===== src/rtl/reg_write_arbiter.sv =====
// reg_write_arbiter
// Merges two register-file write sources onto one write port.
//   Port 0 (WE0/A0/WD0): pipeline writeback. It has the highest priority and
//     is never back-pressured.
//   Port 1 (Valid1/Ready1/A1W/WD1): multicycle unit. Its writes are held in a
//     2-entry in-order FIFO and drain whenever port 0 is idle.
//   Write port: WE3/A3/WD3.
//   Hazard check: RA1/RA2 in, Hit1/Hit2 out. A hit means the register has a
//     queued write that has not reached the register file yet.
//   StallReq: asks the pipeline for a bubble so the queue can drain.
//   Count: number of queued entries.
// Register 15 is not writable: writes addressed to it are dropped.
// Reset is synchronous and active-low.
module reg_write_arbiter (
    input  logic        CLK,
    input  logic        Reset_n,
    input  logic        WE0,
    input  logic [3:0]  A0,
    input  logic [31:0] WD0,
    input  logic        Valid1,
    output logic        Ready1,
    input  logic [3:0]  A1W,
    input  logic [31:0] WD1,
    output logic        WE3,
    output logic [3:0]  A3,
    output logic [31:0] WD3,
    input  logic [3:0]  RA1,
    input  logic [3:0]  RA2,
    output logic        Hit1,
    output logic        Hit2,
    output logic        StallReq,
    output logic [1:0]  Count
);

    logic [1:0][3:0]  r_ent_a;
    logic [1:0][31:0] r_ent_d;
    logic [1:0]       r_count;
    logic [1:0]       r_starve;

    logic             w_p0;
    logic             w_pend;
    logic             w_pop;
    logic             w_enq;
    logic [1:0][3:0]  w_nxt_a;
    logic [1:0][31:0] w_nxt_d;
    logic [1:0]       w_nxt_cnt;
    logic             w_keep0;
    logic             w_keep1;

    assign w_p0   = Reset_n && WE0 && (A0 != 4'd15);
    assign w_pend = Reset_n && (r_count != 2'd0);
    assign w_pop  = w_pend && !w_p0;
    assign Ready1 = Reset_n && (r_count < 2'd2);
    // The handshake completes for register 15 too; only the enqueue is dropped.
    assign w_enq  = Valid1 && Ready1 && (A1W != 4'd15);

    assign WE3 = w_p0 || w_pend;
    assign A3  = w_p0 ? A0  : (w_pend ? r_ent_a[0] : 4'd0);
    assign WD3 = w_p0 ? WD0 : (w_pend ? r_ent_d[0] : 32'd0);

    assign Count    = Reset_n ? r_count : 2'd0;
    assign StallReq = Reset_n && ((r_starve == 2'd3) || (r_count == 2'd2));
    assign Hit1 = Reset_n && (RA1 != 4'd15) &&
                  (((r_count != 2'd0) && (r_ent_a[0] == RA1)) ||
                   ((r_count == 2'd2) && (r_ent_a[1] == RA1)));
    assign Hit2 = Reset_n && (RA2 != 4'd15) &&
                  (((r_count != 2'd0) && (r_ent_a[0] == RA2)) ||
                   ((r_count == 2'd2) && (r_ent_a[1] == RA2)));

    // Next queue contents are built in three steps: pop, then squash, then
    // enqueue. A pop and a squash never happen in the same cycle.
    // The squash keeps the survivors in order. The new entry is appended
    // after the squash, because it is younger than the port-0 write.
    assign w_keep0 = (r_count != 2'd0) && !(w_p0 && (r_ent_a[0] == A0));
    assign w_keep1 = (r_count == 2'd2) && !(w_p0 && (r_ent_a[1] == A0));

    always_comb begin
        w_nxt_a   = r_ent_a;
        w_nxt_d   = r_ent_d;
        w_nxt_cnt = r_count;
        if (w_pop) begin
            w_nxt_a[0] = r_ent_a[1];
            w_nxt_d[0] = r_ent_d[1];
            w_nxt_cnt  = r_count - 2'd1;
        end else if (w_p0) begin
            w_nxt_cnt = {1'b0, w_keep0} + {1'b0, w_keep1};
            if (!w_keep0) begin
                w_nxt_a[0] = r_ent_a[1];
                w_nxt_d[0] = r_ent_d[1];
            end
        end
        // There is always a free slot here: Ready1 requires count < 2, and
        // a pop or a squash can only lower the count.
        if (w_enq) begin
            w_nxt_a[w_nxt_cnt[0]] = A1W;
            w_nxt_d[w_nxt_cnt[0]] = WD1;
            w_nxt_cnt             = w_nxt_cnt + 2'd1;
        end
    end

    always_ff @(posedge CLK) begin
        if (!Reset_n) begin
            r_count  <= 2'd0;
            r_starve <= 2'd0;
            r_ent_a  <= '0;
            r_ent_d  <= '0;
        end else begin
            r_count <= w_nxt_cnt;
            r_ent_a <= w_nxt_a;
            r_ent_d <= w_nxt_d;
            // With a non-empty queue, each cycle is either a port-0 win or a
            // pop, so this expression also clears the counter on every pop.
            if (w_pend && w_p0)
                r_starve <= (r_starve == 2'd3) ? 2'd3 : r_starve + 2'd1;
            else
                r_starve <= 2'd0;
        end
    end

endmodule


===== config.mk =====
export PLATFORM = sky130hd
export DESIGN_NAME = reg_write_arbiter
export DESIGN_NICKNAME = d
export VERILOG_FILES = /design/src/rtl/reg_write_arbiter.sv
export SDC_FILE = /design/constraint.sdc
export NUM_CORES = 1
export LEC_CHECK = 0
export CORE_MARGIN = 2
export CORE_UTILIZATION = 35
export CTS_CLUSTER_SIZE = 10
export DETAILED_ROUTE_END_ITERATION = 10
export PLACE_DENSITY = 0.72
export SLEW_MARGIN = 0
export SYNTH_ARGS = -nofsm -noshare
export SYNTH_HDL_FRONTEND = slang
export SYNTH_SLANG_ARGS = --single-unit

===== constraint.sdc =====
create_clock -name CLK -period 3.7 [get_ports CLK]
set_clock_uncertainty 0.15 [all_clocks]
set_input_delay 0.74 -clock CLK [delete_from_list [all_inputs] [get_ports CLK]]
set_output_delay 0.74 -clock CLK [all_outputs]
set_load 0.005 [all_outputs]

==> summary.txt <==
outcome - completed
chip width - 110 µm
part of the Yosys area used for sequential elements - 0.383
cell types occupying the most area after synthesis - sky130_fd_sc_hd__dfxtp_1, sky130_fd_sc_hd__mux2i_1, sky130_fd_sc_hd__a22o_1
achievable clock frequency - 278 MHz
transition time at the pin with the least slew margin - 404 ps
post-synthesis net count - 499
sort of element at the end of the critical path - output port
fraction of layout instances using a drive strength above 1 - 0.0716
CTS tree - yes
antenna violations before repair - 0
leakage power of the design - 2.16 nW
top-level I/O count - 127
TritonRoute pass-1 iters - 4
post-CTS setup buffers - 0
share of power burned in combinational logic - 0.251
number of buffers inserted by port buffering - 126
number of max-slew violations in the final report - 0
final WL - 10.1 mm
min Tclk post-route - 3600 ps
final count of negative-setup-slack endpoints - 0
y dimension of the die - 110 µm
Clk Tree Root Cell - sky130_fd_sc_hd__clkbuf_16
cell-by-cell listing of the critical path - clkdlybuf4s50_1 -> and4_1 -> nor2_4 -> buf_4 -> a22o_1 -> clkdlybuf4s50_1
synthesized instance count - 411
critical path class - in2out
hold-fix buffer count after cts - 0
drt wl/cell - 15.1 µm
number of H-tree branching levels - 3
global-route wire length before repair - 16.7 mm
part of the power in the clock network - 0.355
full die area - 12200 µm²
critical path arrival - 2710 ps
Synth Area per Inst - 9.65 µm²
count of buffer and inverter cells on the critical path - 3
Worst Path Max Fanout - 15
detailed-route vias per instance - 5.14
hold violation total from the final report - 0
Overall Global Routing Usage - 0.162
leading cell type in the layout, fill and taps excluded - sky130_fd_sc_hd__clkdlybuf4s50_1
Final GP Congestion - 0.828
critical path's top delay family - buffers and inverters
detailed-route DRC error count - 0
yosys synthesis warning count - 0
Distinct cells, synth - 35
cell seen most often among critical-path stages - sky130_fd_sc_hd__clkdlybuf4s50_1
GR Overflow Total - 0
drt first-iter violations - 129
later-pin clock latency in the skew report - 330 ps
number of max-cap violations - 0
via count of the first global-routing pass - 3434
Critical Path RT - 2810 ps
total core area - 10900 µm²
Max rail drop VDD - 0.207 mV
register bit count reported by yosys - 76
top cell type's share of synthesized area - 0.383
total negative slack - 0 ps
unrepaired setup endpoints after global routing - no
reported net switching power - 0.674 mW
net total in the final layout - 614
peak per-stage delay on the critical path - 540 ps
cell type with the highest aggregate area in the netlist - sky130_fd_sc_hd__dfxtp_1
total power divided by cell area - 422 nW/µm²
most frequent cells in the layout - sky130_fd_sc_hd__clkdlybuf4s50_1, sky130_fd_sc_hd__dfxtp_1, sky130_fd_sc_hd__mux2i_1, sky130_fd_sc_hd__a21oi_1, sky130_fd_sc_hd__nor2b_1
Area Growth Syn to Fin - 42.7%
initial cell density of the core - 0.363
n_diodes - 0
detailed-route via count - 3450
pin count of the biggest net entering global routing - 46
number of flops mapped to enable cells by yosys - 0
Int Pwr - 1.72 mW
CTS buffer count - 9
relative max-transition margin - 0.731
type of the most critical hold path - reg2reg
post-route clock period utilization - 0.972
Max stage delay cell, worst path - sky130_fd_sc_hd__clkdlybuf4s50_1
Netlist Area Pre-Place - 3970 µm²
category of the worst setup path launch point - primary input
number of nets with antenna violations after routing - 0
Clock transition at path regs - 60 ps
Gates resized, CTS repair - 0
async set-or-reset flop fraction in the synthesized netlist - 0
half-perimeter wire length after detailed placement - 7.21 mm
clock sink count - 76
Main synth FF type - sky130_fd_sc_hd__dfxtp_1
switching part of the total - 0.282
sequential cell fraction of total power - 0.394
buffer depth of the longest clock path - 2
final worst hold slack - 345 ps
number of core rows - 38
-- worst paths after layout --
path,start,to,slack [ps],depth (start not counted)
worst max-delay path,A0[3],WD3[12],100,6
worst min register to register,r_starve[0],r_starve[1],350,2
worst min-delay path,r_starve[0],r_starve[1],350,2
worst max register to register,r_ent_a[3],r_ent_d[32],1030,11
-- per-stage QoR --
step | cell area [µm²] | std cells | setup slack (ps) | power, mW | utilization
after global routing | 5660 | 671 | 9.12 | 2.51 | 0.518
after detailed placement | 5360 | 655 | 96.0 | 1.56 | 0.490
final | 5660 | 671 | 104 | 2.39 | 0.518
after CTS | 5660 | 671 | 85.6 | 2.42 | 0.517
after floorplan | 3970 | 411 | 34.8 | 1.32 | -
after global placement | 5360 | 655 | 145 | 1.55 | 0.490
-- state kept, by name, summed over array words and instances (netlist names) --
| signal | count |
|---|---|
| r_ent_a | 8 |
| r_count | 2 |
| r_starve | 2 |
| r_ent_d | 64 |
-- cells in the mapped netlist (2+ instances only) --
library cell / number
sky130_fd_sc_hd__inv_1: 4
sky130_fd_sc_hd__xnor2_1: 8
sky130_fd_sc_hd__nor3_1: 4
sky130_fd_sc_hd__a21oi_1: 41
sky130_fd_sc_hd__mux2i_1: 72
sky130_fd_sc_hd__o21ai_1: 37
sky130_fd_sc_hd__clkbuf_1: 15
sky130_fd_sc_hd__dfxtp_1: 76
sky130_fd_sc_hd__nor2_1: 4
sky130_fd_sc_hd__buf_1: 2
sky130_fd_sc_hd__xor2_1: 16
sky130_fd_sc_hd__clkbuf_2: 3
sky130_fd_sc_hd__o211ai_1: 2
sky130_fd_sc_hd__a22o_1: 36
sky130_fd_sc_hd__buf_2: 5
sky130_fd_sc_hd__nor2b_1: 39
sky130_fd_sc_hd__a211o_1: 2
sky130_fd_sc_hd__nand2_1: 4
sky130_fd_sc_hd__ha_1: 4
sky130_fd_sc_hd__buf_6: 12
sky130_fd_sc_hd__nand4_1: 6
sky130_fd_sc_hd__and2_1: 3
sky130_fd_sc_hd__nand3_1: 4
-- cells by family (layout without fill, tap and decap cells) --
| family | count (synthesis) | in the layout | share of synthesized area |
|---|---|---|---|
| xor+xnor | 24 | 24 | 0.0530 |
| flops | 76 | 76 | 0.383 |
| fa+ha+maj | 4 | 4 | 0.0126 |
| mux | 72 | 72 | 0.182 |
| buf+inv | 41 | 161 | 0.0640 |
| simple gates | 70 | 70 | 0.106 |
| compound gates | 124 | 124 | 0.200 |
-- area by class of cell --
| type | count | area (µm²) |
|---|---|---|
| fill | 1031 | 5270 |
| multi-input combinational | 294 | 2220 |
| sequential | 76 | 1520 |
| timing repair buffer | 141 | 1440 |
| clock buffer | 11 | 253 |
| tap | 140 | 175 |
| clock inverter | 5 | 42.5 |
| inverter | 4 | 15.0 |
-- power groups by stage --
stage	sequential, mW	clock (mW)	combinational [mW]
2_1_floorplan	0.937	0	0.387
3_3_place_gp	0.960	0	0.586
3_5_place_dp	0.961	0	0.601
4_1_cts	0.944	0.868	0.603
5_1_grt	0.953	0.903	0.653
6_report	0.943	0.849	0.599
-- tightest hold or removal path, stage by stage (launching register included) --
cell	delay, ps
sky130_fd_sc_hd__dfxtp_1	320
sky130_fd_sc_hd__nor2_1	90
sky130_fd_sc_hd__nor3_1	50
-- layer usage --
| layer | vias up | part of all wire | GRT usage |
|---|---|---|---|
| met5 | - | 0 | 0 |
| met4 | 0 | 0.015 | 0.0433 |
| met3 | 13 | 0.053 | 0.0467 |
| met2 | 86 | 0.48 | 0.281 |
| met1 | 1627 | 0.45 | 0.197 |
| li1 | 1724 | - | - |
Power figures use the tool's default switching activity.
